**src/rtl/key_scan_pkg.sv**
```systemverilog
// Shared types and helpers for the key matrix scanner and its bench.
package key_scan_pkg;

  localparam int KEY_CODE_MAX_W = 8;

  typedef enum logic [2:0] {
    IDLE,
    DRIVE,
    SAMPLE,
    EVAL,
    NEXT
  } scan_state_t;

  typedef struct packed {
    logic [KEY_CODE_MAX_W-1:0] code;
    logic                      press;
  } key_event_t;

  // $clog2 that never yields a zero-width vector
  function automatic int clog2_min1(input int n);
    return (n <= 2) ? 1 : $clog2(n);
  endfunction

endpackage

```
**src/rtl/sync_2ff.sv**
```systemverilog
// Two-flop synchronizer; resets to all-ones so idle (pulled-up) rows read as released.
module sync_2ff #(
  parameter int WIDTH = 1
) (
  input  logic             clk,
  input  logic             rst,
  input  logic [WIDTH-1:0] i_d,
  output logic [WIDTH-1:0] o_q
);

  logic [WIDTH-1:0] r_meta;
  logic [WIDTH-1:0] r_sync;

  always_ff @(posedge clk or negedge rst) begin
    if (!rst) begin
      r_meta <= '1;
      r_sync <= '1;
    end else begin
      r_meta <= i_d;
      r_sync <= r_meta;
    end
  end

  assign o_q = r_sync;

endmodule

```
**src/rtl/key_matrix_scanner.sv**
```systemverilog
// Column-strobed key matrix scanner with per-key scan-count debounce and a
// press/release event stream that stalls the scan rather than drop events.
module key_matrix_scanner
  import key_scan_pkg::*;
#(
  parameter int  ROWS           = 4,
  parameter int  COLS           = 4,
  parameter int  SETTLE_TICKS   = 1000,
  parameter int  DEBOUNCE_SCANS = 4,
  localparam int CODE_W         = clog2_min1(ROWS * COLS)
) (
  input  logic                   clk,
  input  logic                   rst,
  input  logic                   en,
  output logic [COLS-1:0]        col_o,
  input  logic [ROWS-1:0]        row_i,
  output logic [ROWS*COLS-1:0]   state_o,
  output logic                   ev_valid,
  input  logic                   ev_ready,
  output logic [CODE_W-1:0]      ev_code,
  output logic                   ev_press
);

  localparam int NKEYS  = ROWS * COLS;
  localparam int COL_W  = clog2_min1(COLS);
  localparam int ROW_W  = clog2_min1(ROWS);
  localparam int TICK_W = clog2_min1(SETTLE_TICKS + 1);
  localparam int CNT_W  = clog2_min1(DEBOUNCE_SCANS + 1);

  if (SETTLE_TICKS < 3 || DEBOUNCE_SCANS < 1) begin : g_bad_params
    $error("key_matrix_scanner: SETTLE_TICKS must be >= 3 and DEBOUNCE_SCANS >= 1");
  end

  scan_state_t       r_fsm;
  logic [COL_W-1:0]  r_col;
  logic [ROW_W-1:0]  r_row;
  logic [TICK_W-1:0] r_tick;
  logic [ROWS-1:0]   r_raw;
  logic [NKEYS-1:0]  r_keys;
  logic [CNT_W-1:0]  r_cnt [NKEYS];
  logic [COLS-1:0]   r_col_o;
  logic              r_ev_valid;
  logic [CODE_W-1:0] r_ev_code;
  logic              r_ev_press;

  logic [ROWS-1:0]   w_row_sync;
  logic [CODE_W-1:0] w_k;
  logic [COL_W-1:0]  w_col_nxt;
  logic              w_differs;
  logic              w_flip;
  logic              w_busy;

  sync_2ff #(.WIDTH(ROWS)) u_row_sync (
    .clk (clk),
    .rst (rst),
    .i_d (row_i),
    .o_q (w_row_sync)
  );

  assign w_k       = CODE_W'(int'(r_col) * ROWS + int'(r_row));
  assign w_col_nxt = (int'(r_col) == COLS - 1) ? '0 : r_col + 1'b1;
  assign w_differs = r_raw[r_row] != r_keys[w_k];
  assign w_flip    = w_differs && (int'(r_cnt[w_k]) + 1 >= DEBOUNCE_SCANS);
  assign w_busy    = r_ev_valid && !ev_ready;

  always_ff @(posedge clk or negedge rst) begin
    if (!rst) begin
      r_fsm      <= IDLE;
      r_col      <= '0;
      r_row      <= '0;
      r_tick     <= '0;
      r_raw      <= '0;
      r_keys     <= '0;
      r_col_o    <= '1;
      r_ev_valid <= 1'b0;
      r_ev_code  <= '0;
      r_ev_press <= 1'b0;
      for (int i = 0; i < NKEYS; i++) r_cnt[i] <= '0;
    end else begin
      if (r_ev_valid && ev_ready) r_ev_valid <= 1'b0;
      case (r_fsm)
        IDLE: begin
          if (en) begin
            r_fsm   <= DRIVE;
            r_tick  <= '0;
            r_col_o <= ~(COLS'(1) << r_col);
          end
        end
        DRIVE: begin
          if (int'(r_tick) == SETTLE_TICKS - 1) r_fsm <= SAMPLE;
          else r_tick <= r_tick + 1'b1;
        end
        SAMPLE: begin
          r_raw <= ~w_row_sync;
          r_row <= '0;
          r_fsm <= EVAL;
        end
        EVAL: begin
          // A key that must flip while the slot is still occupied holds the row in place.
          if (!(w_flip && w_busy)) begin
            if (!w_differs) begin
              r_cnt[w_k] <= '0;
            end else if (!w_flip) begin
              r_cnt[w_k] <= r_cnt[w_k] + 1'b1;
            end else begin
              r_keys[w_k] <= ~r_keys[w_k];
              r_cnt[w_k]  <= '0;
              r_ev_valid  <= 1'b1;
              r_ev_code   <= w_k;
              r_ev_press  <= ~r_keys[w_k];
            end
            if (int'(r_row) == ROWS - 1) r_fsm <= NEXT;
            else r_row <= r_row + 1'b1;
          end
        end
        NEXT: begin
          if (en) begin
            r_col   <= w_col_nxt;
            r_fsm   <= DRIVE;
            r_tick  <= '0;
            r_col_o <= ~(COLS'(1) << w_col_nxt);
          end else begin
            r_col   <= '0;
            r_fsm   <= IDLE;
            r_col_o <= '1;
          end
        end
        default: r_fsm <= IDLE;
      endcase
    end
  end

  assign col_o    = r_col_o;
  assign state_o  = r_keys;
  assign ev_valid = r_ev_valid;
  assign ev_code  = r_ev_code;
  assign ev_press = r_ev_press;

endmodule

```
**config.mk**
```make
export PLATFORM = sky130hd
export DESIGN_NAME = key_matrix_scanner
export DESIGN_NICKNAME = d
export VERILOG_FILES = /design/src/rtl/key_scan_pkg.sv /design/src/rtl/sync_2ff.sv /design/src/rtl/key_matrix_scanner.sv
export SDC_FILE = /design/constraint.sdc
export NUM_CORES = 1
export LEC_CHECK = 0
export CAP_MARGIN = 20
export CORE_ASPECT_RATIO = 0.7
export CORE_UTILIZATION = 45
export DETAILED_ROUTE_END_ITERATION = 8
export SETUP_SLACK_MARGIN = 0.02
export SYNTH_ARGS = -nofsm -noshare
export SYNTH_HDL_FRONTEND = slang
export SYNTH_SLANG_ARGS = --single-unit
```
**constraint.sdc**
```tcl
create_clock -name clk -period 5.45 [get_ports clk]
set_input_delay 1.635 -clock clk [delete_from_list [all_inputs] [get_ports clk]]
set_output_delay 1.635 -clock clk [all_outputs]
set_load 0.05 [all_outputs]
```
==> results of run 1 <==
cells in the mapped netlist, drive strengths merged, types with 10 or more instances:
master | instances | area (um^2)
nor2 | 31 | 116
dfrtp | 91 | 2280
clkbuf | 15 | 56.3
o31ai | 33 | 248
mux4 | 17 | 383
ha | 10 | 125
nand3 | 13 | 80.1
buf | 11 | 87.6
dfstp | 12 | 315
nand2 | 31 | 116
o21ai | 71 | 359
o21a | 16 | 120
per-stage QoR:
step                cell area (um^2)  worst slack, ps  hold slack (ps)  total power [uW]
floorplan                       4890             2350              345              2390
global placement                5280             1610              345              2820
detailed placement              5280             1490              349              2840
CTS                             5570             1500              358              3500
global route                    5600             1710              362              3720
finish                          5600             1930              357              3500
worst paths after layout:
| check | end | slack [ps] | start | depth (start not counted) |
|---|---|---|---|---|
| worst min-delay path | u_row_sync.o_q[0]$_DFF_PN1_ | 360 | u_row_sync.r_meta[0]$_DFF_PN1_ | 0 |
| max in group asynchronous | u_row_sync.r_meta[2]$_DFF_PN1_ | 3000 | rst | 2 |
| worst max register to register | ev_code[1]$_DFFE_PN0P_ | 1930 | r_row[0]$_DFFE_PN0P_ | 7 |
| worst max-delay path | ev_code[1]$_DFFE_PN0P_ | 1930 | r_row[0]$_DFFE_PN0P_ | 7 |
| min in group asynchronous | r_tick[3]$_DFFE_PN0P_ | 1400 | rst | 1 |
| worst min register to register | u_row_sync.o_q[0]$_DFF_PN1_ | 360 | u_row_sync.r_meta[0]$_DFF_PN1_ | 0 |
report_power, final:
part	total [uW]	internal, uW	switching (uW)
clock	644	357	287
combinational	1600	591	1010
sequential	1260	1010	247
logic make-up after synthesis:
family | count (synthesis)
DFF | 103
and+or+nand+nor | 102
xor gates and xnor gates | 10
AOI/OAI and AO/OA | 144
muxes | 25
adders and majority gates | 10
buffers and inverters | 34
sequential cells by signal (all words and copies together) (netlist names):
name	count
col_o	4
ev_code	4
ev_press	1
ev_valid	1
r_cnt	48
r_col	2
r_fsm	3
r_raw	4
r_row	2
r_tick	10
state_o	16
u_row_sync.o_q	4
u_row_sync.r_meta	4
layer usage:
| metal | share of wire [%] | wire [um] |
|---|---|---|
| met2 | 41 | 4900 |
| met4 | 0.24 | 29 |
| met1 | 50 | 5950 |
| met5 | 0 | 0 |
| met3 | 8.7 | 1040 |
critical path, delay by kind of cell, from the launching register on:
kind,cells,cell delay (ps)
buffers and inverters,1,210
muxes,3,1430
and+or+nand+nor,2,910
DFF,1,510
xor gates and xnor gates,1,320
layout make-up:
type                       instances  share of cell area (%)
clock inverter                     6                    1.27
clock buffer                       9                    4.02
multi-input combinational        291                    37.9
sequential                       103                    46.3
inverter                           8                   0.536
tap                              132                    2.95
timing repair buffer              39                    7.01
==> out/results.ini, run 1 <==
[global_route]
grt_pass1_wl_um = 18900
grt_overflow = 0
top_usage_layer = met1
use_met1_pct = 34.5
grt_pass1_vias = 3302
grt_antenna_before_repair = 0
track_usage_pct = 22.8
gr-usage-met2_pct = 32.0
use_met3_pct = 7.18
grt_max_degree = 69

[final_layout]
instances_no_fill = 588
utilization_pct = 53.5
area_growth_pct = 14.5
drive_gt1_share_pct = 14.5
seqCellArea_um2 = 2590
antenna_cells = 0
mostFrequentLayoutCells = dfrtp_1, o21ai_0, o31ai_1
multi_input_area_um2 = 2120
final_common_cell = dfrtp_1
fill_cells = 885
nNetsFinal = 470

[yosys]
syn_inst = 428
synth_top_family_by_area = compound AO/OA/AOI/OAI gates
yosysSeqAreaShare_pct = 53.0
syn_area_um2 = 4890
synth-simple-area-share_pct = 10.5
synth_flop_cell = dfrtp_1
synth_xor_area_share_pct = 1.94
synth_nets = 446
synth_cell_type_count = 52
syn-mean-instance-area_um2 = 11.4
synth_compound_area_share_pct = 18.8
synthMuxAreaShare_pct = 9.59
synth_edf_count = 0
synth-seq-cells = 103
synthArstFlopShare_pct = 100
synth_warnings = 0
synthAdderAreaFrac_pct = 2.56

[routing]
firstDrtPassIters = 4
finalWirelength_um = 11900
vias = 3430
route.detailed.drc = 0
wl_per_cell_um = 20.3
vias_per_cell = 5.83
ant_nets = 0
drt_iter0_drc = 272

[sta]
post-route-min-period_ps = 3520
fmax_mhz = 284
drv_slew = 0
finalSetupTns_ps = 0
relSlewSlack_pct = 41.8
tightest_slew_ps = 873
fin_crit_sh_pct = 64.5
finalSetupViolations = 0
rsz0062_at_grt = false
hold_viol = 0
fin_worst_skew_ps = 5.32

[clocking]
clock_latency_ps = 340
cts_setup_buffers = 0
cts_root_buffer = clkbuf_16
ctsLongestPathBuffers = 2
cts_htree_levels = 3
cts_num_sinks = 103
clkTransAtPathRegs_ps = 70
post_cts_resized = 0
cts_tree = yes
cts_made_buffers = 9
cts-hold-fix-buffers = 0

[placed_design]
place_congestion = 0.796
port_buffers = 33
dpl.hpwl_um = 8140
placed_cells = 572

[worst_setup_path]
cp_cell_sequence = buf_16 -> mux4_2 -> mux4_2 -> xor2_2 -> nand4b_4 -> nand2b_1 -> mux2_1
start_kind = flip-flop
critPathArrivalTime_ps = 3740
critPathSlowestCell = mux4_2
required_ps = 5670
critPathKind = flip-flop to flip-flop
crit_path_max_fanout = 35
end_kind = flip-flop
crit_path_frequent_cell = mux4_2
critPathMaxStageDelay_ps = 560

[die]
placementRows = 31
die_w_um = 127
pin_count = 34
die_y_um = 89.2
die_area_um2 = 11300
start_util_pct = 46.7
core_area_um2 = 10500

[status]
status = complete, no violations

[hold_path]
hold_path.class = flip-flop to flip-flop

[power_and_ir_drop]
powerDensity_nw_per_um2 = 626
p_leak_uw = 0.00220
ir_drop_mv = 0.333

[flow_run]
maxCapViolCount = 0

Power figures use the tool's default switching activity.
==> run 2, diff against run 1 <==
clock period = 3.7 ns   (was 5.45 ns; I/O delays follow)
==> out/results.ini, run 2 (same netlist as run 1, synthesis figures left out) <==
[clocking]
cts_made_buffers = 9
cts_num_sinks = 103
cts_root_buffer = clkbuf_16
cts-hold-fix-buffers = 0
clkTransAtPathRegs_ps = 70
cts_setup_buffers = 0
post_cts_resized = 0
ctsLongestPathBuffers = 2
cts_tree = yes
clock_latency_ps = 350
cts_htree_levels = 3

[routing]
drt_iter0_drc = 265
vias = 3623
firstDrtPassIters = 5
finalWirelength_um = 12400
wl_per_cell_um = 20.8
ant_nets = 0
route.detailed.drc = 0
vias_per_cell = 6.06

[sta]
fin_worst_skew_ps = 8.24
rsz0062_at_grt = false
fin_crit_sh_pct = 88.9
finalSetupViolations = 0
hold_viol = 0
drv_slew = 0
relSlewSlack_pct = 50.9
worst_slack_ps = 412
hold_slack_ps = 357
post-route-min-period_ps = 3290
finalSetupTns_ps = 0
tightest_slew_ps = 737
fmax_mhz = 304

[global_route]
grt_max_degree = 53
grt_pass1_vias = 3565
track_usage_pct = 24.0
grt_overflow = 0
grt_pass1_wl_um = 20100
grt_antenna_before_repair = 0

[worst_setup_path]
cp_cell_sequence = buf_12 -> mux4_2 -> mux4_2 -> xor2_2 -> nand3_2 -> o21ai_2 -> buf_12 -> o21ai_0 -> o21ai_1
worstPathBufferInverterCount = 2
end_kind = flip-flop
cp_top_family = multiplexers
critPathSlowestCell = mux4_2
critPathArrivalTime_ps = 3550
required_ps = 3970
crit_path_max_fanout = 39
critPathMaxStageDelay_ps = 580
critPathKind = flip-flop to flip-flop
start_kind = flip-flop

[power_and_ir_drop]
p_leak_uw = 0.00228
ir_drop_mv = 0.432
pwr-share-comb_pct = 46.1
clkPwrFrac_pct = 19.8
p_switching_uw = 2340
seqPwrFrac_pct = 34.1
p_int_uw = 3050
powerDensity_nw_per_um2 = 942
switching_share_pct = 43.4

[status]
status = complete, no violations

[placed_design]
place_congestion = 0.811
port_buffers = 33
dpl_worst_slack_ps = 419
dpl.hpwl_um = 8580

[final_layout]
area_growth_pct = 17.1
registers.top_by_ff_count = r_cnt
fill_cells = 896
largest_reg_flops = 48
nNetsFinal = 479
antenna_cells = 0
drive_gt1_share_pct = 16.3
multi_input_area_um2 = 2120
mostFrequentLayoutCells = dfrtp_1, o21ai_0, o31ai_1
final_common_cell = dfrtp_1
seqCellArea_um2 = 2590

[die]
die_w_um = 127
core_area_um2 = 10500
start_util_pct = 46.7
placementRows = 31
die_y_um = 89.2
die_area_um2 = 11300
pin_count = 34

[flow_run]
maxCapViolCount = 0

[hold_path]
hold_path.class = flip-flop to flip-flop

run 2: cell count changes in the layout (fill, tap and decap cells not counted):
cell,delta
buf_12,+3
buf_16,-1
buf_4,+7
bufinv_16,+1
clkbuf_8,+1
clkinv_4,-1
clkinvlp_4,-2
inv_6,+1
inv_8,+1
run 2: worst register-to-register path: cells and delay by family, from the launching register on:
| family | cells | cell delay, ps |
|---|---|---|
| muxes | 2 | 1110 |
| AOI/OAI and AO/OA | 3 | 730 |
| DFF | 1 | 510 |
| buffers and inverters | 2 | 500 |
| xor gates and xnor gates | 1 | 220 |
| and+or+nand+nor | 1 | 130 |
run 2: power by group through the flow:
stage / registers, uW / clock network [uW] / logic, uW
2_1_floorplan: 2070 / 0 / 1460
3_3_place_gp: 1830 / 0 / 2440
3_5_place_dp: 1840 / 0 / 2480
4_1_cts: 1830 / 1090 / 2500
5_1_grt: 1880 / 1130 / 2710
6_report: 1840 / 1070 / 2490
run 2: path summary, 6_finish.rpt:
kind | startpoint | endpoint | slack (ps) | cells after the start
max in group asynchronous | rst | col_o[1]$_DFFE_PN1P_ | 2130 | 2
min in group asynchronous | rst | r_tick[3]$_DFFE_PN0P_ | 800 | 1
hold reg to reg | u_row_sync.r_meta[1]$_DFF_PN1_ | u_row_sync.o_q[1]$_DFF_PN1_ | 360 | 0
hold / removal | u_row_sync.r_meta[1]$_DFF_PN1_ | u_row_sync.o_q[1]$_DFF_PN1_ | 360 | 0
setup reg to reg | r_row[0]$_DFFE_PN0P_ | r_cnt[4]$_DFFE_PN0P_ | 410 | 9
setup / recovery | r_row[0]$_DFFE_PN0P_ | r_cnt[4]$_DFFE_PN0P_ | 410 | 9
run 2: through the flow:
stage	instances	cell area, um^2	utilization, %	power, uW
after floorplan	428	4890	-	3520
after global placement	582	5390	51.5	4270
after detailed placement	582	5390	51.5	4320
after CTS	598	5730	54.7	5420
after global routing	598	5730	54.7	5720
final	598	5730	54.7	5390
run 2: final cells by class:
class	instances	area share [%]
clock inverter	6	1.70
sequential	103	45.3
timing repair buffer	48	8.35
tap	132	2.88
multi-input combinational	291	37.1
inverter	8	0.524
clock buffer	10	4.17
run 2: layer usage:
layer / GRT usage (%) / wire [um] / vias up / part of all wire [%]
li1: - / - / 1636 / -
met1: 35.6 / 6030 / 1844 / 49
met2: 35.0 / 5350 / 127 / 43
met3: 5.80 / 835 / 16 / 6.7
met4: 6.79 / 195 / 0 / 1.6
met5: 0 / 0 / - / 0
==> run 3, diff against run 2 <==
ABC_CLOCK_PERIOD_IN_PS = 3700   (was unset)
==> results of run 3 <==
Same layout as run 2: the final DEF is identical, and so are final timing and power.
